File: config.mk
export PLATFORM = sky130hd
export DESIGN_NAME = mux2_rr_arbiter
export DESIGN_NICKNAME = d
export VERILOG_FILES = /design/src/rtl/mux2_rr_arbiter.sv
export SDC_FILE = /design/constraint.sdc
export NUM_CORES = 1
export LEC_CHECK = 0
export CAP_MARGIN = 30
export CORE_AREA = 2 2 39 41
export DETAILED_ROUTE_END_ITERATION = 12
export DIE_AREA = 0 0 41 43
export HOLD_SLACK_MARGIN = 0.1
export PLACE_DENSITY = 0.71
export SYNTH_ARGS = -nofsm -noshare
export SYNTH_HDL_FRONTEND = slang
export SYNTH_SLANG_ARGS = --single-unit
export TNS_END_PERCENT = 20
File: constraint.sdc
create_clock -name CLK -period 2.57 [get_ports CLK]
set_input_delay 0.257 -clock CLK [delete_from_list [all_inputs] [get_ports CLK]]
set_output_delay 0.257 -clock CLK [all_outputs]
set_load 0.03 [all_outputs]
File: src/rtl/mux2_rr_arbiter.sv
`default_nettype none
// ============================================================================
// Module   : mux2_rr_arbiter
// Brief    : Two-requester round-robin arbiter that drives the select of a
//            shared 2:1 mux, registers the mux output with a valid strobe,
//            and bounds how long one requester may hold the datapath while
//            the other is waiting.
// Revision : 1.0 - initial release
// ============================================================================
module mux2_rr_arbiter #(
  parameter int WIDTH    = 1,
  parameter int MAX_HOLD = 8
) (
  input  logic             CLK,
  input  logic             RST_N,
  input  logic             REQ0,
  input  logic             REQ1,
  input  logic [WIDTH-1:0] D0,
  input  logic [WIDTH-1:0] D1,
  output logic             GNT0,
  output logic             GNT1,
  output logic             SEL,
  output logic [WIDTH-1:0] Y,
  output logic             VALID
);

  // Hold counter only needs to reach MAX_HOLD-1; keep at least one bit.
  localparam int            HOLD_W    = (MAX_HOLD > 1) ? $clog2(MAX_HOLD) : 1;
  localparam logic [HOLD_W-1:0] HOLD_LAST = HOLD_W'(MAX_HOLD - 1);

  localparam logic [1:0] ST_IDLE   = 2'd0;
  localparam logic [1:0] ST_GRANT0 = 2'd1;
  localparam logic [1:0] ST_GRANT1 = 2'd2;

  logic [1:0]        state_q,      state_d;
  logic [HOLD_W-1:0] hold_cnt_q,   hold_cnt_d;
  logic              last_owner_q, last_owner_d;
  logic [WIDTH-1:0]  y_q,          y_d;
  logic              valid_q,      valid_d;

  logic              granted;

  assign granted = (state_q == ST_GRANT0) || (state_q == ST_GRANT1);

  // Grant state machine: next owner, hold-count tracking and fairness memory.
  always_comb begin
    state_d      = state_q;
    hold_cnt_d   = hold_cnt_q;
    last_owner_d = last_owner_q;

    case (state_q)
      ST_IDLE: begin
        if (REQ0 && REQ1) begin
          // Contention from idle goes to whoever did not own it last.
          state_d = last_owner_q ? ST_GRANT0 : ST_GRANT1;
        end else if (REQ0) begin
          state_d = ST_GRANT0;
        end else if (REQ1) begin
          state_d = ST_GRANT1;
        end
      end
      ST_GRANT0: begin
        if (!REQ0) begin
          // Release hands straight over with no idle bubble.
          state_d = REQ1 ? ST_GRANT1 : ST_IDLE;
        end else if (REQ1 && (hold_cnt_q == HOLD_LAST)) begin
          state_d = ST_GRANT1;
        end
      end
      ST_GRANT1: begin
        if (!REQ1) begin
          state_d = REQ0 ? ST_GRANT0 : ST_IDLE;
        end else if (REQ0 && (hold_cnt_q == HOLD_LAST)) begin
          state_d = ST_GRANT0;
        end
      end
      default: begin
        state_d = ST_IDLE;
      end
    endcase

    // The counter saturates so an uncontended owner is preempted at once
    // when the other side finally requests.
    if (state_d != state_q) begin
      hold_cnt_d = '0;
    end else if (granted && (hold_cnt_q != HOLD_LAST)) begin
      hold_cnt_d = hold_cnt_q + 1'b1;
    end

    if (state_d == ST_GRANT0) begin
      last_owner_d = 1'b0;
    end else if (state_d == ST_GRANT1) begin
      last_owner_d = 1'b1;
    end
  end

  // Datapath: capture the granted requester's data; hold Y otherwise so the
  // idle requester's inputs never reach the output.
  always_comb begin
    y_d     = y_q;
    valid_d = 1'b0;
    if (granted) begin
      y_d     = (state_q == ST_GRANT1) ? D1 : D0;
      valid_d = 1'b1;
    end
  end

  // State and datapath registers with asynchronous active-low reset.
  always_ff @(posedge CLK or negedge RST_N) begin
    if (!RST_N) begin
      state_q      <= ST_IDLE;
      hold_cnt_q   <= '0;
      last_owner_q <= 1'b1;
      y_q          <= '0;
      valid_q      <= 1'b0;
    end else begin
      state_q      <= state_d;
      hold_cnt_q   <= hold_cnt_d;
      last_owner_q <= last_owner_d;
      y_q          <= y_d;
      valid_q      <= valid_d;
    end
  end

  assign GNT0  = (state_q == ST_GRANT0);
  assign GNT1  = (state_q == ST_GRANT1);
  assign SEL   = GNT1;
  assign Y     = y_q;
  assign VALID = valid_q;

endmodule
`default_nettype wire
Word level (Yosys, flattened, before mapping)
Cells that the tools add are included.
Widths: inputs -> output; s select.
Operators by class
  $add $sub $neg: 1
  equal/unequal tests: 7
  muxes and demuxes: 17
  reductions and logical operators: 8
Operators with widths (count)
  $mux 2: 9
  $mux 3: 2
  $pmux 2 s3: 1
  $mux 1: 5
  $eq 2x1->1 const B: 2
  $eq 2x2->1 const B: 2
  $logic_and 1x1->1: 4
  $reduce_bool 2->1: 2
  $add 3x1->3 const B: 1
  $eq 3x3->1 const B: 1
  $ne 3x3->1 const B: 1
  $logic_not 2->1: 1
  $ne 2x2->1: 1
  $logic_or 1x1->1: 1
Storage, ports and cells
  bits in registers: 8
  input port bits: 6
  word-level logic and storage cells: 38

Logic depth before layout (Yosys ltp)
  word-level depth: 8
  gate-level depth with buffers: 10

Worst setup path before layout
Ideal clock, no wire load.
  path type: reg-to-reg
  start: reg state_q[0]
  end: reg last_owner_q
  library setup time: 0.075 ns
  arrival time: 2.280 ns
  data required time: 2.495 ns
  path slack: 0.215 ns
  stages on the path, launching flop included: 10
  clock period less this slack: 2.355 ns
  cells stage by stage: dfrtp_1 -> buf_2 -> inv_1 -> ha_1 -> buf_2 -> a21oi_1 -> a311o_1 -> a31o_2 -> ha_1 -> mux2i_1
Between the ends
  elaborated cells on any way between the ends: 15
RTL lines
  start: declaration: RTL line 35  | logic [1:0] state_q, state_d;
  start signal: assignment: RTL line 117  | state_q <= state_d;
  $eq 2x2->1 *
  net GNT1: RTL line 21  | output logic GNT1,
  $pmux 2 s3 *: RTL line 51  | case (state_q)
  $eq 2x1->1 / $eq 2x2->1 (equally long branches): RTL line 90, 92
  $mux 1 / $reduce_bool 2->1 (equally long branches)
  end signal: assignment: RTL line 119  | last_owner_q <= last_owner_d;
  end: declaration: RTL line 37  | logic last_owner_q, last_owner_d;
The timed path passes the listed nets; every way through them passes the cells marked *.
A chain may end at the register's enable or synchronous reset.

Final worst setup path
  start: reg state_q[0]
  end: reg last_owner_q
Between the ends
  word-level cells in the longest chain between the ends: 6
  elaborated cells on any way between the ends: 15
Ends and longest elaborated chain
  $mux 2: RTL line 58  | end else if (REQ1) begin
  $mux 2: RTL line 56  | end else if (REQ0) begin
  $mux 2: RTL line 53  | if (REQ0 && REQ1) begin
  $pmux 2 s3 *: RTL line 51
  $eq 2x1->1 / $eq 2x2->1 (equally long branches): RTL line 90, 92
  $mux 1 / $reduce_bool 2->1 (equally long branches)
Every way passes the cells marked *; elsewhere a longest branch is shown, timed or not.

==> impl_metrics.tcl <==
set metrics [dict create \
    ys_ff_latch 8 \
    hold_viol 0 \
    r2r_start "state_q[0]" \
    gr-usage-all-layers_pct 18.6 \
    cts_htree_levels 1 \
    min_period_ns 2.24 \
    layout_setup_ws_ns 0.332 \
    combPwrFrac_pct 62.7 \
    ant_nets 0 \
    hpwl_um 1020 \
    yosysMostFrequentCell "nand2_1" \
    powerDensity_nw_per_um2 1180 \
    num_vias 554 \
    cp-start-kind "flop" \
    gr-total-overflow 0 \
    yosys-top-cells-count "nand2_1, dfrtp_1, ha_1" \
    syn-num-nets 85 \
    cp_num_buf_inv 1 \
    whs_ns 0.266 \
    synth_top_area_share_pct 27.1 \
    cts-root-buf "clkbuf_4" \
    max_slew_margin_pct 68.2 \
    hold_class "primary input to asynchronous set/reset pin" \
    floorplan.die_area_um2 1760 \
    synth.distinct_cells 29 \
    die_h_um 43 \
    clock_sinks 8 \
    crit_top_cell "ha_1" \
    final_layout_size_suffix_gt1_share_pct 7.41 \
    worst_slew_pin_slew_ns 0.473 \
    rows 14 \
    internal_power_w 0.000490 \
    drt_iter0_drc 6 \
    synth_mux_area_share_pct 6.20 \
    p_clk_share_pct 11.0 \
    synth_top_family_by_area "compound AO/OA/AOI/OAI gates" \
    viasPerCell 5.71 \
    syn_to_final_growth_pct 18.4 \
    crit_start "state_q[0]" \
    synth_edf_count 0 \
    slowest_stage "dfrtp_1" \
    synth_area_um2 646 \
    drc 0 \
    setup-violations-final 0 \
    path_max_fanout 10 \
    wl_um 1260 \
    cts_tree "built" \
    synth-xor-area-share_pct 1.36 \
    diodes 0 \
    rsz0062_at_grt "false" \
    synth_simple_gate_area_share_pct 19.6 \
    power_w 0.000902 \
    cpLargestDelayFamily "compound AO/OA/AOI/OAI gates" \
    clk_latency_ns 0.25 \
    clock_skew_ns 0.00596 \
    gp_congestion 0.795 \
    vdd_drop_max_v 0.000654 \
    start_util_pct 46.7 \
    layoutNonFillerInstCount 97 \
    synth_ff_type "dfrtp_1" \
    cp_slowest_stage_delay_ns 0.47 \
    io_buffers 10 \
    crit_path_end_kind "flop" \
    cts_resized 0 \
    drt-pass1-iter-count 5 \
    p_leak_nw 0.331 \
    postSynthAreaPerCell_um2 8.97 \
    grt_start_max_net_pins 11 \
    async_reset_ff_share_pct 100 \
    cp_cell_sequence "inv_1 > ha_1 > a21oi_1 > a311o_1 > a31o_2 > ha_1 > mux2i_1" \
    synth_compound_area_share_pct 20.9 \
    grt_pass1_wl_um 2210 \
    wl_per_cell_um 13.0 \
    cts_buffers 3 \
    place_inst 93 \
    status "completed" \
    syn_inst 72 \
    drv_slew 0 \
    post_cts_buffers 0 \
    synthTopCellsByArea "dfrtp_1, ha_1, mux2i_1" \
    synthAdderAreaFrac_pct 13.6 \
    place_ws_ns 0.344 \
    synth_largest_area_cell "dfrtp_1" \
    yosys_warnings 0 \
    grt_pass1_vias 510 \
    cp.arrival_ns 2.42 \
    synth_seq_area_share_pct 31.2 \
    io_pins 11 \
    antenna_found_initial 0 \
    clk_pin_slew_ns 0.05 \
    min_period_over_period_pct 87.1 \
    cts_hold_buf 0 \
    seq_power_share_pct 26.2 \
    clock.fmax_mhz 447 \
    clockBufferDepth 2 \
    swShare_pct 45.7 \
    p_sw_w 0.000412 \
    tns_ns 0 \
    die_w_um 41 \
    crit_type "flop to flop" \
    core_area_um2 1380 \
    final_nets 95 \
    maxCapViolCount 0 \
    cp.required_ns 2.75 \
]
logic make-up after synthesis:
logic type	after synthesis
AOI/OAI and AO/OA	17
muxes	4
xor gates and xnor gates	1
and+or+nand+nor	25
adders and majority gates	7
DFF	8
buffers and inverters	10
stage by stage:
step / util [%] / cell area (um2)
final: 55.2 / 764
after global routing: 55.2 / 764
after CTS: 55.2 / 764
after detailed placement: 53.3 / 738
after global placement: 53.3 / 738
after floorplan: - / 646
registers in the layout, summed over array words and instances, names as in the netlist:
register and count:
VALID 1, Y 1, hold_cnt_q 3, last_owner_q 1, state_q 2
power by group through the flow:
stage / Sequential [W] / Combinational, W / Clock (W)
after floorplan: 0.000240 / 0.000429 / 0
after global placement: 0.000237 / 0.000562 / 0
after detailed placement: 0.000239 / 0.000568 / 0
after CTS: 0.000237 / 0.000569 / 0.000105
after global routing: 0.000245 / 0.000630 / 0.000114
final: 0.000237 / 0.000566 / 0.0000996
layer usage:
metal / part of all wire (%) / wire length [um] / vias to the layer above / track usage, %
met5: 0 / 0 / - / 0
met1: 46 / 576 / 250 / 25.2
met4: 2.5 / 31 / 0 / 12.0
met2: 46 / 587 / 21 / 25.6
li1: - / - / 279 / -
met3: 5.4 / 68 / 4 / 4.19
final cells by class:
cell class                 instances  area [um2]
fill                             136         619
multi-input combinational         54         398
sequential                         8         201
timing repair buffer              10         100
clock buffer                       4        26.3
tap                               16        20.0
inverter                           5        18.8
worst paths after layout:
kind                                 to  slack, ns  cells past startpoint
setup / recovery           last_owner_q       0.33                      7
hold / removal               state_q[1]       0.27                      1
setup reg to reg           last_owner_q       0.33                      7
hold reg to reg            last_owner_q       0.48                      2
max in group asynchronous  last_owner_q       2.01                      1
min in group CLK           last_owner_q       0.48                      2
cells in the final DEF (no fill, tap or decap):
cell type        synthesis  routed
dfrtp_1                  7       7
nand2b_1                 3       3
a31o_2                   1       1
xor2_1                   1       1
nor2_1                   5       5
clkdlybuf4s50_1          0      10
mux2i_1                  4       4
a31oi_1                  1       1
and2_1                   2       2
nor3b_1                  1       1
a311oi_1                 2       2
nand3b_1                 2       2
nand3_1                  1       1
o31ai_1                  1       1
clkbuf_4                 0       3
nand2_1                  8       8
ha_1                     7       7
a311o_1                  1       1
o21ai_0                  1       1
a311oi_2                 1       1
a32o_1                   1       1
a21boi_0                 1       1
inv_1                    5       5
a21oi_1                  4       4
dfstp_2                  1       1
o32ai_1                  1       1
o2111a_1                 1       1
o21a_1                   1       1
nor4_1                   3       3
clkbuf_1                 0       1
Note: power is estimated with default switching activity, not from simulation.
